===== src/rtl/adc_boxcar_decimator_if.sv =====
// adc_boxcar_decimator_if
//   AXI-Stream style channel used for both the ADC input stream and the
//   decimated output stream of adc_boxcar_decimator.
//   tdata  : stream word
//   tvalid : beat valid (driven by master)
//   tready : beat accept (driven by slave)
interface adc_boxcar_decimator_if #(
  parameter int AXIS_TDATA_WIDTH = 32
);
  logic [AXIS_TDATA_WIDTH-1:0] tdata;
  logic                        tvalid;
  logic                        tready;

  modport master (output tdata, output tvalid, input tready);
  modport slave  (input tdata, input tvalid, output tready);
endinterface


===== src/rtl/adc_boxcar_decimator.sv =====
// adc_boxcar_decimator
//   Removes a DC offset from each ADC sample (saturating to the ADC range),
//   then averages blocks of 2^LOG2_DECIM accepted samples and emits one mean
//   per block, scaled by 4 (2 fractional bits), on a backpressured stream.
//   Means that arrive while the output register is still held are dropped
//   and counted.
// Ports:
//   clk         system clock
//   rst         synchronous reset, active low
//   enable      run control; low discards the partial block
//   offset      signed DC offset subtracted from every sample
//   s_axis_in   ADC stream (slave); sample in tdata[ADC_WIDTH-1:0]
//   m_axis_out  mean stream (master); mean sign-extended to the bus width
//   drop_count  means lost to backpressure, saturating
//   block_count completed blocks, delivered or dropped, wrapping
module adc_boxcar_decimator #(
  parameter int ADC_WIDTH        = 14,
  parameter int AXIS_TDATA_WIDTH = 32,
  parameter int LOG2_DECIM       = 10,
  parameter int OUT_WIDTH        = 16
) (
  input  logic                        clk,
  input  logic                        rst,
  input  logic                        enable,
  input  logic signed [ADC_WIDTH-1:0] offset,
  adc_boxcar_decimator_if.slave       s_axis_in,
  adc_boxcar_decimator_if.master      m_axis_out,
  output logic [15:0]                 drop_count,
  output logic [31:0]                 block_count
);

  localparam int ACC_W = ADC_WIDTH + LOG2_DECIM;
  localparam int SHIFT = LOG2_DECIM - 2;

  typedef enum logic {IDLE, ACCUM} state_t;

  // Clamp a one-bit-wider difference back into the ADC range.
  function automatic logic signed [ADC_WIDTH-1:0] sat_adc(input logic signed [ADC_WIDTH:0] x);
    if (x[ADC_WIDTH] != x[ADC_WIDTH-1])
      return x[ADC_WIDTH] ? {1'b1, {(ADC_WIDTH-1){1'b0}}} : {1'b0, {(ADC_WIDTH-1){1'b1}}};
    return x[ADC_WIDTH-1:0];
  endfunction

  // Block mean with 2 fractional bits; arithmetic shift rounds toward -inf.
  function automatic logic signed [ACC_W-1:0] round_floor(input logic signed [ACC_W-1:0] sum);
    return sum >>> SHIFT;
  endfunction

  state_t state, state_nxt;
  logic   run;

  logic                        beat;
  logic signed [ADC_WIDTH-1:0] sample;
  logic signed [ADC_WIDTH:0]   diff;

  logic signed [ADC_WIDTH-1:0] d_p1;
  logic                        vld_p1;

  logic signed [ACC_W-1:0]     acc_p2;
  logic [LOG2_DECIM-1:0]       cnt_p2;
  logic signed [ACC_W-1:0]     sum_p2;
  logic signed [ACC_W-1:0]     shifted_p2;
  logic signed [OUT_WIDTH-1:0] mean_p2;
  logic                        take_p2;
  logic                        last_p2;

  logic [AXIS_TDATA_WIDTH-1:0] data_p3;
  logic                        vld_p3;

  // Upper input bits and the sign copies above the mean are deliberately ignored.
  logic unused_bits;
  assign unused_bits = ^{s_axis_in.tdata, shifted_p2};

  always_ff @(posedge clk) begin
    if (!rst) state <= IDLE;
    else      state <= state_nxt;
  end

  always_comb begin
    state_nxt = state;
    case (state)
      IDLE:    if (enable)  state_nxt = ACCUM;
      ACCUM:   if (!enable) state_nxt = IDLE;
      default: state_nxt = IDLE;
    endcase
  end

  // Samples are only captured and summed while ACCUM is held with enable
  // still high, so a falling enable also kills the sample in flight.
  always_comb begin
    run = 1'b0;
    if (state == ACCUM && enable) run = 1'b1;
  end

  assign s_axis_in.tready = rst;
  assign beat             = s_axis_in.tvalid & s_axis_in.tready;
  assign sample           = s_axis_in.tdata[ADC_WIDTH-1:0];
  assign diff             = {sample[ADC_WIDTH-1], sample} - {offset[ADC_WIDTH-1], offset};

  // Stage 1: offset removal and saturation
  always_ff @(posedge clk) begin
    if (!rst) vld_p1 <= 1'b0;
    else      vld_p1 <= beat & run;
  end

  always_ff @(posedge clk) begin
    if (beat) d_p1 <= sat_adc(diff);
  end

  // Stage 2: block accumulation
  assign take_p2    = vld_p1 & run;
  assign last_p2    = take_p2 & (&cnt_p2);
  assign sum_p2     = acc_p2 + {{LOG2_DECIM{d_p1[ADC_WIDTH-1]}}, d_p1};
  assign shifted_p2 = round_floor(sum_p2);
  assign mean_p2    = shifted_p2[OUT_WIDTH-1:0];

  always_ff @(posedge clk) begin
    if (!rst || !run) begin
      acc_p2 <= '0;
      cnt_p2 <= '0;
    end else if (take_p2) begin
      // The next block starts on the same edge that closes this one.
      acc_p2 <= last_p2 ? '0 : sum_p2;
      cnt_p2 <= cnt_p2 + LOG2_DECIM'(1);
    end
  end

  // Stage 3: single-entry output register with drop accounting
  always_ff @(posedge clk) begin
    if (!rst) begin
      vld_p3      <= 1'b0;
      data_p3     <= '0;
      drop_count  <= '0;
      block_count <= '0;
    end else if (last_p2) begin
      block_count <= block_count + 32'd1;
      if (!vld_p3 || m_axis_out.tready) begin
        vld_p3  <= 1'b1;
        data_p3 <= {{(AXIS_TDATA_WIDTH-OUT_WIDTH){mean_p2[OUT_WIDTH-1]}}, mean_p2};
      end else if (drop_count != 16'hFFFF) begin
        drop_count <= drop_count + 16'd1;
      end
    end else if (vld_p3 && m_axis_out.tready) begin
      vld_p3 <= 1'b0;
    end
  end

  assign m_axis_out.tvalid = vld_p3;
  assign m_axis_out.tdata  = data_p3;

endmodule


===== src/flat_wrapper.sv =====
// flat-port wrapper written by rule: the top's interface ports become plain ports
module adc_boxcar_decimator_flat 
#(
  parameter int ADC_WIDTH        = 14,
  parameter int AXIS_TDATA_WIDTH = 32,
  parameter int LOG2_DECIM       = 10,
  parameter int OUT_WIDTH        = 16
)
  (clk, rst, enable, offset, drop_count, block_count, s_axis_in_tdata, s_axis_in_tvalid, s_axis_in_tready, m_axis_out_tdata, m_axis_out_tvalid, m_axis_out_tready);
  adc_boxcar_decimator_if #(.AXIS_TDATA_WIDTH(AXIS_TDATA_WIDTH)) s_axis_in_i ();
  adc_boxcar_decimator_if #(.AXIS_TDATA_WIDTH(AXIS_TDATA_WIDTH)) m_axis_out_i ();
  input  logic clk;
  input  logic rst;
  input  logic enable;
  input  logic signed [ADC_WIDTH-1:0] offset;
  output logic [15:0] drop_count;
  output logic [31:0] block_count;
  input wire logic [$bits(s_axis_in_i.tdata)-1:0] s_axis_in_tdata;
  input wire logic [$bits(s_axis_in_i.tvalid)-1:0] s_axis_in_tvalid;
  output wire logic [$bits(s_axis_in_i.tready)-1:0] s_axis_in_tready;
  output wire logic [$bits(m_axis_out_i.tdata)-1:0] m_axis_out_tdata;
  output wire logic [$bits(m_axis_out_i.tvalid)-1:0] m_axis_out_tvalid;
  input wire logic [$bits(m_axis_out_i.tready)-1:0] m_axis_out_tready;
  assign s_axis_in_i.tdata = s_axis_in_tdata;
  assign s_axis_in_i.tvalid = s_axis_in_tvalid;
  assign s_axis_in_tready = s_axis_in_i.tready;
  assign m_axis_out_tdata = m_axis_out_i.tdata;
  assign m_axis_out_tvalid = m_axis_out_i.tvalid;
  assign m_axis_out_i.tready = m_axis_out_tready;
  adc_boxcar_decimator #(.ADC_WIDTH(ADC_WIDTH), .AXIS_TDATA_WIDTH(AXIS_TDATA_WIDTH), .LOG2_DECIM(LOG2_DECIM), .OUT_WIDTH(OUT_WIDTH)) u_core (.clk(clk), .rst(rst), .enable(enable), .offset(offset), .s_axis_in(s_axis_in_i), .m_axis_out(m_axis_out_i), .drop_count(drop_count), .block_count(block_count));
endmodule

===== config.mk =====
export PLATFORM = sky130hd
export DESIGN_NAME = adc_boxcar_decimator_flat
export DESIGN_NICKNAME = d
export VERILOG_FILES = /design/src/rtl/adc_boxcar_decimator_if.sv /design/src/rtl/adc_boxcar_decimator.sv /design/src/flat_wrapper.sv
export SDC_FILE = /design/constraint.sdc
export NUM_CORES = 1
export LEC_CHECK = 0
export CORE_MARGIN = 4
export CORE_UTILIZATION = 35
export DETAILED_ROUTE_END_ITERATION = 16
export GPL_TIMING_DRIVEN = 0
export SLEW_MARGIN = 20
export SYNTH_ARGS = -nofsm -noshare
export SYNTH_HDL_FRONTEND = slang
export SYNTH_SLANG_ARGS = --single-unit

===== constraint.sdc =====
create_clock -name clk -period 3.65 [get_ports clk]
set_clock_uncertainty 0.15 [all_clocks]
set_input_delay 0.365 -clock clk [delete_from_list [all_inputs] [get_ports clk]]
set_output_delay 0.365 -clock clk [all_outputs]
set_load 0.01 [all_outputs]

==> Word-level counts from Yosys, hierarchy flattened <==
Index checks and enable logic that the tools add are counted.
{ "classes": {"bitwise_logic": 5, "n_reduce_logical": 12, "n_mux": 11, "n_eq_ne": 3, "n_addsub": 5} }
{ "ops": {"columns": ["cell", "n"], "rows": [
  ["$mux W14", 3],
  ["$add A32 B1 Y32 const B", 1],
  ["$add A24 B24 Y24", 1],
  ["$mux W24", 1],
  ["$add A16 B1 Y16 const B", 1],
  ["$ne A16 B16 Y1 const B", 1],
  ["$sub A14 B14 Y15", 1],
  ["$add A10 B1 Y10 const B", 1],
  ["$reduce_and A10 Y1", 1],
  ["$mux W1", 7],
  ["$and A1 B1 Y1", 4],
  ["$reduce_and A2 Y1", 2],
  ["$logic_not A1 Y1", 3],
  ["$reduce_and A3 Y1", 1],
  ["$logic_and A1 B1 Y1", 2],
  ["$logic_or A1 B1 Y1", 2],
  ["$ne A2 B2 Y1 const B", 1],
  ["$reduce_bool A2 Y1", 1],
  ["$ne A1 B1 Y1", 1],
  ["$not A1 Y1", 1]
]} }
{ "word_totals": {"ff_bits": 115, "out_inout_bits": 82, "wordCells": 45} }

==> Logic depth before layout (Yosys ltp) <==
{ "logic_depth": {"ltp_word": 6, "mapped_depth": 12, "depth_no_buf": 11} }

==> Worst setup path after synthesis <==
Ideal clock, no wire load.
{ "synth_timing": {"path_kind": "input -> register", "from": "in offset[2]", "to": "reg u_core.d_p1[5], data pin", "required_ps": 3234, "stages": 11, "setup_time_ps": 266, "path_slack_ps": 867, "arrival_ps": 2367, "cell_sequence": "inv_1 > ha_1 > nor2b_1 > o31a_1 > o311ai_1 > a21oi_1 > a211o_1 > and2_1 > clkbuf_1 > nor2_1 > o211ai_1"} }
{ "synth_between": {"elab_chain_cells": 5} }
{ "synth_rtl": {"columns": ["element", "line", "rtl"], "rows": [
  ["start: declaration", "flat_wrapper.sv:15", "input logic signed [ADC_WIDTH-1:0] offset;"],
  ["$sub A14 B14 Y15 *", "adc_boxcar_decimator.sv:98", "assign diff = {sample[ADC_WIDTH-1], sample} - {offset[ADC_WIDTH-1], offset};"],
  ["$ne A1 B1 Y1", "adc_boxcar_decimator.sv:39", "if (x[ADC_WIDTH] != x[ADC_WIDTH-1])"],
  ["$mux W1", "adc_boxcar_decimator.sv:39", null],
  ["$mux W1", "adc_boxcar_decimator.sv:107", "if (beat) d_p1 <= sat_adc(diff);"],
  ["$mux W14 *", "adc_boxcar_decimator.sv:41", "return x[ADC_WIDTH-1:0];"],
  ["end signal: assignment", "adc_boxcar_decimator.sv:107", null],
  ["end: declaration", "adc_boxcar_decimator.sv:56", "logic signed [ADC_WIDTH-1:0] d_p1;"]
]} }
Mark *: on every way between the ends. The rest lies on a longest branch, timed or not. The select of a mux whose other input is x is not followed.
A chain may end at the register's enable or synchronous reset.

==> Worst setup path in the final report <==
{ "layout_timing": {"from": "in offset[3]", "to": "reg u_core.d_p1[5], data pin"} }
Same word-level chain as after synthesis.

==> summary.txt <==
CRITICAL PATH
--------------------------------------------------------------------------------------
Library cell contributing the largest single delay on the critical path   sky130_fd_sc_hd__a221oi_1
Reg2reg path depth                                                                  10
CP startpoint kind                                                          input port
Maximum fanout along the worst path                                                  9
Worst Setup End Kind                                                              flop
Data arrival time of the critical path                                         3.28 ns
Crit path buffers/inverters                                                          3
Biggest cell delay along the critical path                                     0.61 ns
Cells traversed along the worst timing path                               clkdlybuf4s50_1, inv_1, ha_1, and3_1, a221oi_1, a21oi_1, o22a_1, and2_1, clkbuf_1, nor2_1, o211ai_1
Data required time at the worst endpoint                                       3.65 ns
FF-to-FF setup slack                                                           0.45 ns
CP top delay family                                                       compound AO/OA/AOI/OAI gates
Endpoint of the lowest-slack register-to-register path                    u_core.m_axis_out.tdata[10]
Worst flop-to-flop path startpoint                                        u_core.d_p1[0]
Category of the critical setup timing path                                   in -> reg

POWER AND IR DROP
--------------------------------------------------------------------------------------
Part of the total power dissipated in sequential elements                        39.3%
Power density normalized to cell area                                       379 nW/um2
P_sw                                                                            829 uW
Internal power contribution                                                    2540 uW
Maximum vdd ir drop                                                           0.202 mV
Leakage power                                                               0.00341 uW
Share of power burned in combinational logic                                     11.3%
Power Total                                                                    3370 uW
Fraction of power consumed by the clock network                                  49.3%
Switching power as a share of total power                                        24.6%

PLACED DESIGN
--------------------------------------------------------------------------------------
Final estimated routing congestion in global placement                           0.835
Half-perimeter wire length after placement                                     12.5 mm
Number of buffers inserted by port buffering                                       114

FLOORPLAN
--------------------------------------------------------------------------------------
Num rows                                                                            50
Core region area                                                             19000 um2
Height of the chip                                                              148 um
Starting density of the core                                                     36.1%
Die W                                                                           148 um
Die area                                                                     21800 um2
Boundary pin count                                                                 133

ROUTING
--------------------------------------------------------------------------------------
Number of iterations in the first detailed-routing pass                              4
Number of vias after detailed routing                                             5939
Drt via density                                                                   4.90
Per-cell routed wire length                                                    13.3 um
Number of DRC markers in iteration 0                                               202
Number of remaining DRC errors                                                       0
Count of antenna-violating nets left after detailed routing                          0
Routed WL                                                                      16.1 mm

CLOCK NETWORK
--------------------------------------------------------------------------------------
Root buffer cell                                                          sky130_fd_sc_hd__clkbuf_16
PostCTS Resize Cnt                                                                   0
Clock latency of the later-clocked register in the worst-skew pair             0.41 ns
Clock-pin slew of the registers on the worst-case setup and hold paths         0.05 ns
Post-CTS Setup Inserts                                                               0
Hold-fix buffers, CTS                                                                0
Number of buffers on the longest clock path                                          2
Sinks on the clock net                                                             115
Htree depth                                                                          4
Clock buffer count from CTS                                                         17
Clock tree from TritonCTS                                                         done

TIMING
--------------------------------------------------------------------------------------
Number of endpoints with negative hold slack in the final report                     0
Clock period minus worst slack                                                 3.28 ns
Tightest Pin Transition                                                       0.659 ns
Achievable Freq                                                                305 MHz
Post-route fraction of the period consumed by the critical path                  89.8%
Min Hold Slack                                                                0.303 ns
Worst slew margin                                                                56.1%
Unrepaired setup endpoints after global routing                                     no
Total count of max-transition violations in the final report                         0
Final-report setup violation count                                                   0

SYNTH
--------------------------------------------------------------------------------------
Post-synthesis net count                                                           899
Summed instance area of the synthesized netlist                               6830 um2
Synthesized area per cell                                                     8.48 um2
Synth Register Bits                                                                115
Cell count after synthesis                                                         806
Number of distinct library cells after synthesis                                    60
Portion of the post-synthesis area used by sequential elements                   35.7%
Most used flip-flop cell after synthesis                                  sky130_fd_sc_hd__dfxtp_1
Number of warnings issued by yosys                                                   0
Ys async rst share                                                                  0%
Count of flip-flops with a built-in enable after synthesis                          14

FINISH
--------------------------------------------------------------------------------------
Layout overhead on the synthesized area                                          30.2%
Combined flip-flop and latch cell area                                        2440 um2
Most frequent standard cell in the layout excluding fill and tap cells    sky130_fd_sc_hd__clkdlybuf4s50_1
Layout cells sized above 1                                                       5.78%
Final-stage net count                                                             1032
Antenna diodes                                                                       0
Number of filler instances in the final layout                                    1873
Footprint of the multi-input gates                                            4010 um2
Most used cells in the layout excluding fill and tap cells                sky130_fd_sc_hd__clkdlybuf4s50_1, sky130_fd_sc_hd__dfxtp_1, sky130_fd_sc_hd__nand2_1

MIN PATH
--------------------------------------------------------------------------------------
Startpoint of the tightest hold check path                                u_core.m_axis_out.tdata[9]
Min-Delay Path Class                                                        reg -> reg
End point of the most critical hold path                                  u_core.m_axis_out.tdata[9]
Worst hold path cell count                                                           2

GLOBAL ROUTE
--------------------------------------------------------------------------------------
Vias in the first global route                                                    5676
Initial antenna violation count                                                      0
Gr ovfl total                                                                        0
Pin count of the biggest net entering global routing                                19
Met1 Resource Use GR                                                             19.5%
Met2 Usage GRT                                                                   24.8%
Met3 Track Usage GR                                                              3.80%
Most Used Layer, Global Route                                                     met2
Aggregate global-route resource usage                                            15.0%
Global-route wire length before repair                                         27.2 mm

RUN
--------------------------------------------------------------------------------------
Number of max-cap violations                                                         0

OUTCOME
--------------------------------------------------------------------------------------
Result of the run                                                         finished, final reports clean

## per-layer routing
metal  vias to the layer above  wire (um)
met5                         -          0
li1                       3112          -
met2                       128       7290
met3                        10        857
met4                         0        202
met1                      2689       7760
## power by group through the flow
stage	clock, uW	combinational, uW	sequential (uW)
after global placement	0	377	1350
final	1660	381	1320
after global routing	1770	433	1330
after floorplan	0	276	1350
after CTS	1700	382	1320
after detailed placement	0	380	1350
## worst max-delay path by stage
| stage | from | to | slack [ns] | cells after the start |
|---|---|---|---|---|
| final | offset[3] | u_core.d_p1[5] | 0.37 | 11 |
| after global routing | u_core.d_p1[0] | u_core.m_axis_out.tdata[10] | 0.16 | 10 |
| after CTS | offset[3] | u_core.d_p1[5] | 0.39 | 11 |
| after detailed placement | offset[3] | u_core.d_p1[5] | -0.05 | 11 |
| after global placement | offset[3] | u_core.d_p1[5] | -0.03 | 11 |
| after floorplan | offset[2] | u_core.d_p1[5] | 0.87 | 11 |
## layout make-up
| type | instances | share of cell area (%) |
|---|---|---|
| tap | 260 | 3.66 |
| inverter | 37 | 1.56 |
| clock buffer | 21 | 5.29 |
| multi-input combinational | 608 | 45.1 |
| sequential | 115 | 27.5 |
| clock inverter | 11 | 1.41 |
| buffer | 46 | 2.73 |
| timing repair buffer | 114 | 12.8 |
## cell families (layout without fill, tap and decap cells)
kind of cell             count (synthesis)  after routing  synth area share (%)
flip-flops                             115            115                  35.7
AND/OR/NAND/NOR                        290            290                  21.3
multiplexers                             6              6                 0.879
adder cells (fa/ha/maj)                 43             43                  8.06
buffers and inverters                   83            229                  5.58
AO/OA/AOI/OAI                          198            198                  19.3
XOR/XNOR                                71             71                  9.10
## synth_stat cells, types with 3 or more instances
master / count / share of area [%]
sky130_fd_sc_hd__dfxtp_1: 101 / 30
sky130_fd_sc_hd__nand2_1: 69 / 3.8
sky130_fd_sc_hd__nor2_1: 60 / 3.3
sky130_fd_sc_hd__o21ai_0: 54 / 4.0
sky130_fd_sc_hd__xnor2_1: 47 / 6.0
sky130_fd_sc_hd__and2_1: 43 / 3.9
sky130_fd_sc_hd__ha_1: 40 / 7.3
sky130_fd_sc_hd__nand3_1: 40 / 2.9
sky130_fd_sc_hd__inv_1: 37 / 2.0
sky130_fd_sc_hd__a21oi_1: 30 / 2.2
sky130_fd_sc_hd__clkbuf_1: 26 / 1.4
sky130_fd_sc_hd__xor2_1: 24 / 3.1
sky130_fd_sc_hd__a21boi_0: 18 / 2.0
sky130_fd_sc_hd__buf_4: 18 / 2.0
sky130_fd_sc_hd__and3_1: 16 / 1.5
sky130_fd_sc_hd__nand4_1: 16 / 1.5
sky130_fd_sc_hd__edfxtp_1: 14 / 6.2
sky130_fd_sc_hd__or3_1: 14 / 1.3
sky130_fd_sc_hd__a21o_1: 12 / 1.3
sky130_fd_sc_hd__a22o_1: 10 / 1.3
sky130_fd_sc_hd__o211ai_1: 10 / 1.1
sky130_fd_sc_hd__o21a_1: 10 / 1.1
sky130_fd_sc_hd__a22oi_1: 9 / 0.99
sky130_fd_sc_hd__nor2b_1: 9 / 0.82
sky130_fd_sc_hd__and4_1: 6 / 0.77
sky130_fd_sc_hd__mux2i_1: 6 / 0.88
sky130_fd_sc_hd__nor3_1: 6 / 0.44
sky130_fd_sc_hd__nand2b_1: 5 / 0.46
sky130_fd_sc_hd__a211oi_1: 4 / 0.44
sky130_fd_sc_hd__a21boi_1: 4 / 0.44
sky130_fd_sc_hd__a31oi_1: 4 / 0.37
sky130_fd_sc_hd__o21bai_1: 3 / 0.33
sky130_fd_sc_hd__o31a_1: 3 / 0.38
## metrics by stage
step / TNS [ns] / std cells / worst slack, ns / area [um2] / utilization, %
6_report: 0 / 1212 / 0.372 / 8900 / 46.9
4_1_cts: 0 / 1212 / 0.389 / 8900 / 46.9
3_5_place_dp: -0.0969 / 1180 / -0.0510 / 8300 / 43.8
2_1_floorplan: 0 / 806 / 0.867 / 6830 / -
3_3_place_gp: -0.0618 / 1180 / -0.0331 / 8300 / 43.8
5_1_grt: 0 / 1212 / 0.161 / 8900 / 46.9
## flip-flops by register name, indices dropped and copies added, names as in the netlist
name and cells:
u_core.acc_p2 24, u_core.block_count 32, u_core.cnt_p2 10, u_core.d_p1 14, u_core.drop_count 16, u_core.m_axis_out.tdata 16
u_core.m_axis_out.tvalid 1, u_core.state 1, u_core.vld_p1 1
## worst min-delay path: cells and delay by family, from the launching register on
family           cells  cell delay (ns)
flip-flops           1             0.31
AND/OR/NAND/NOR      2             0.10
No activity file was read; power rests on OpenSTA's default activity.
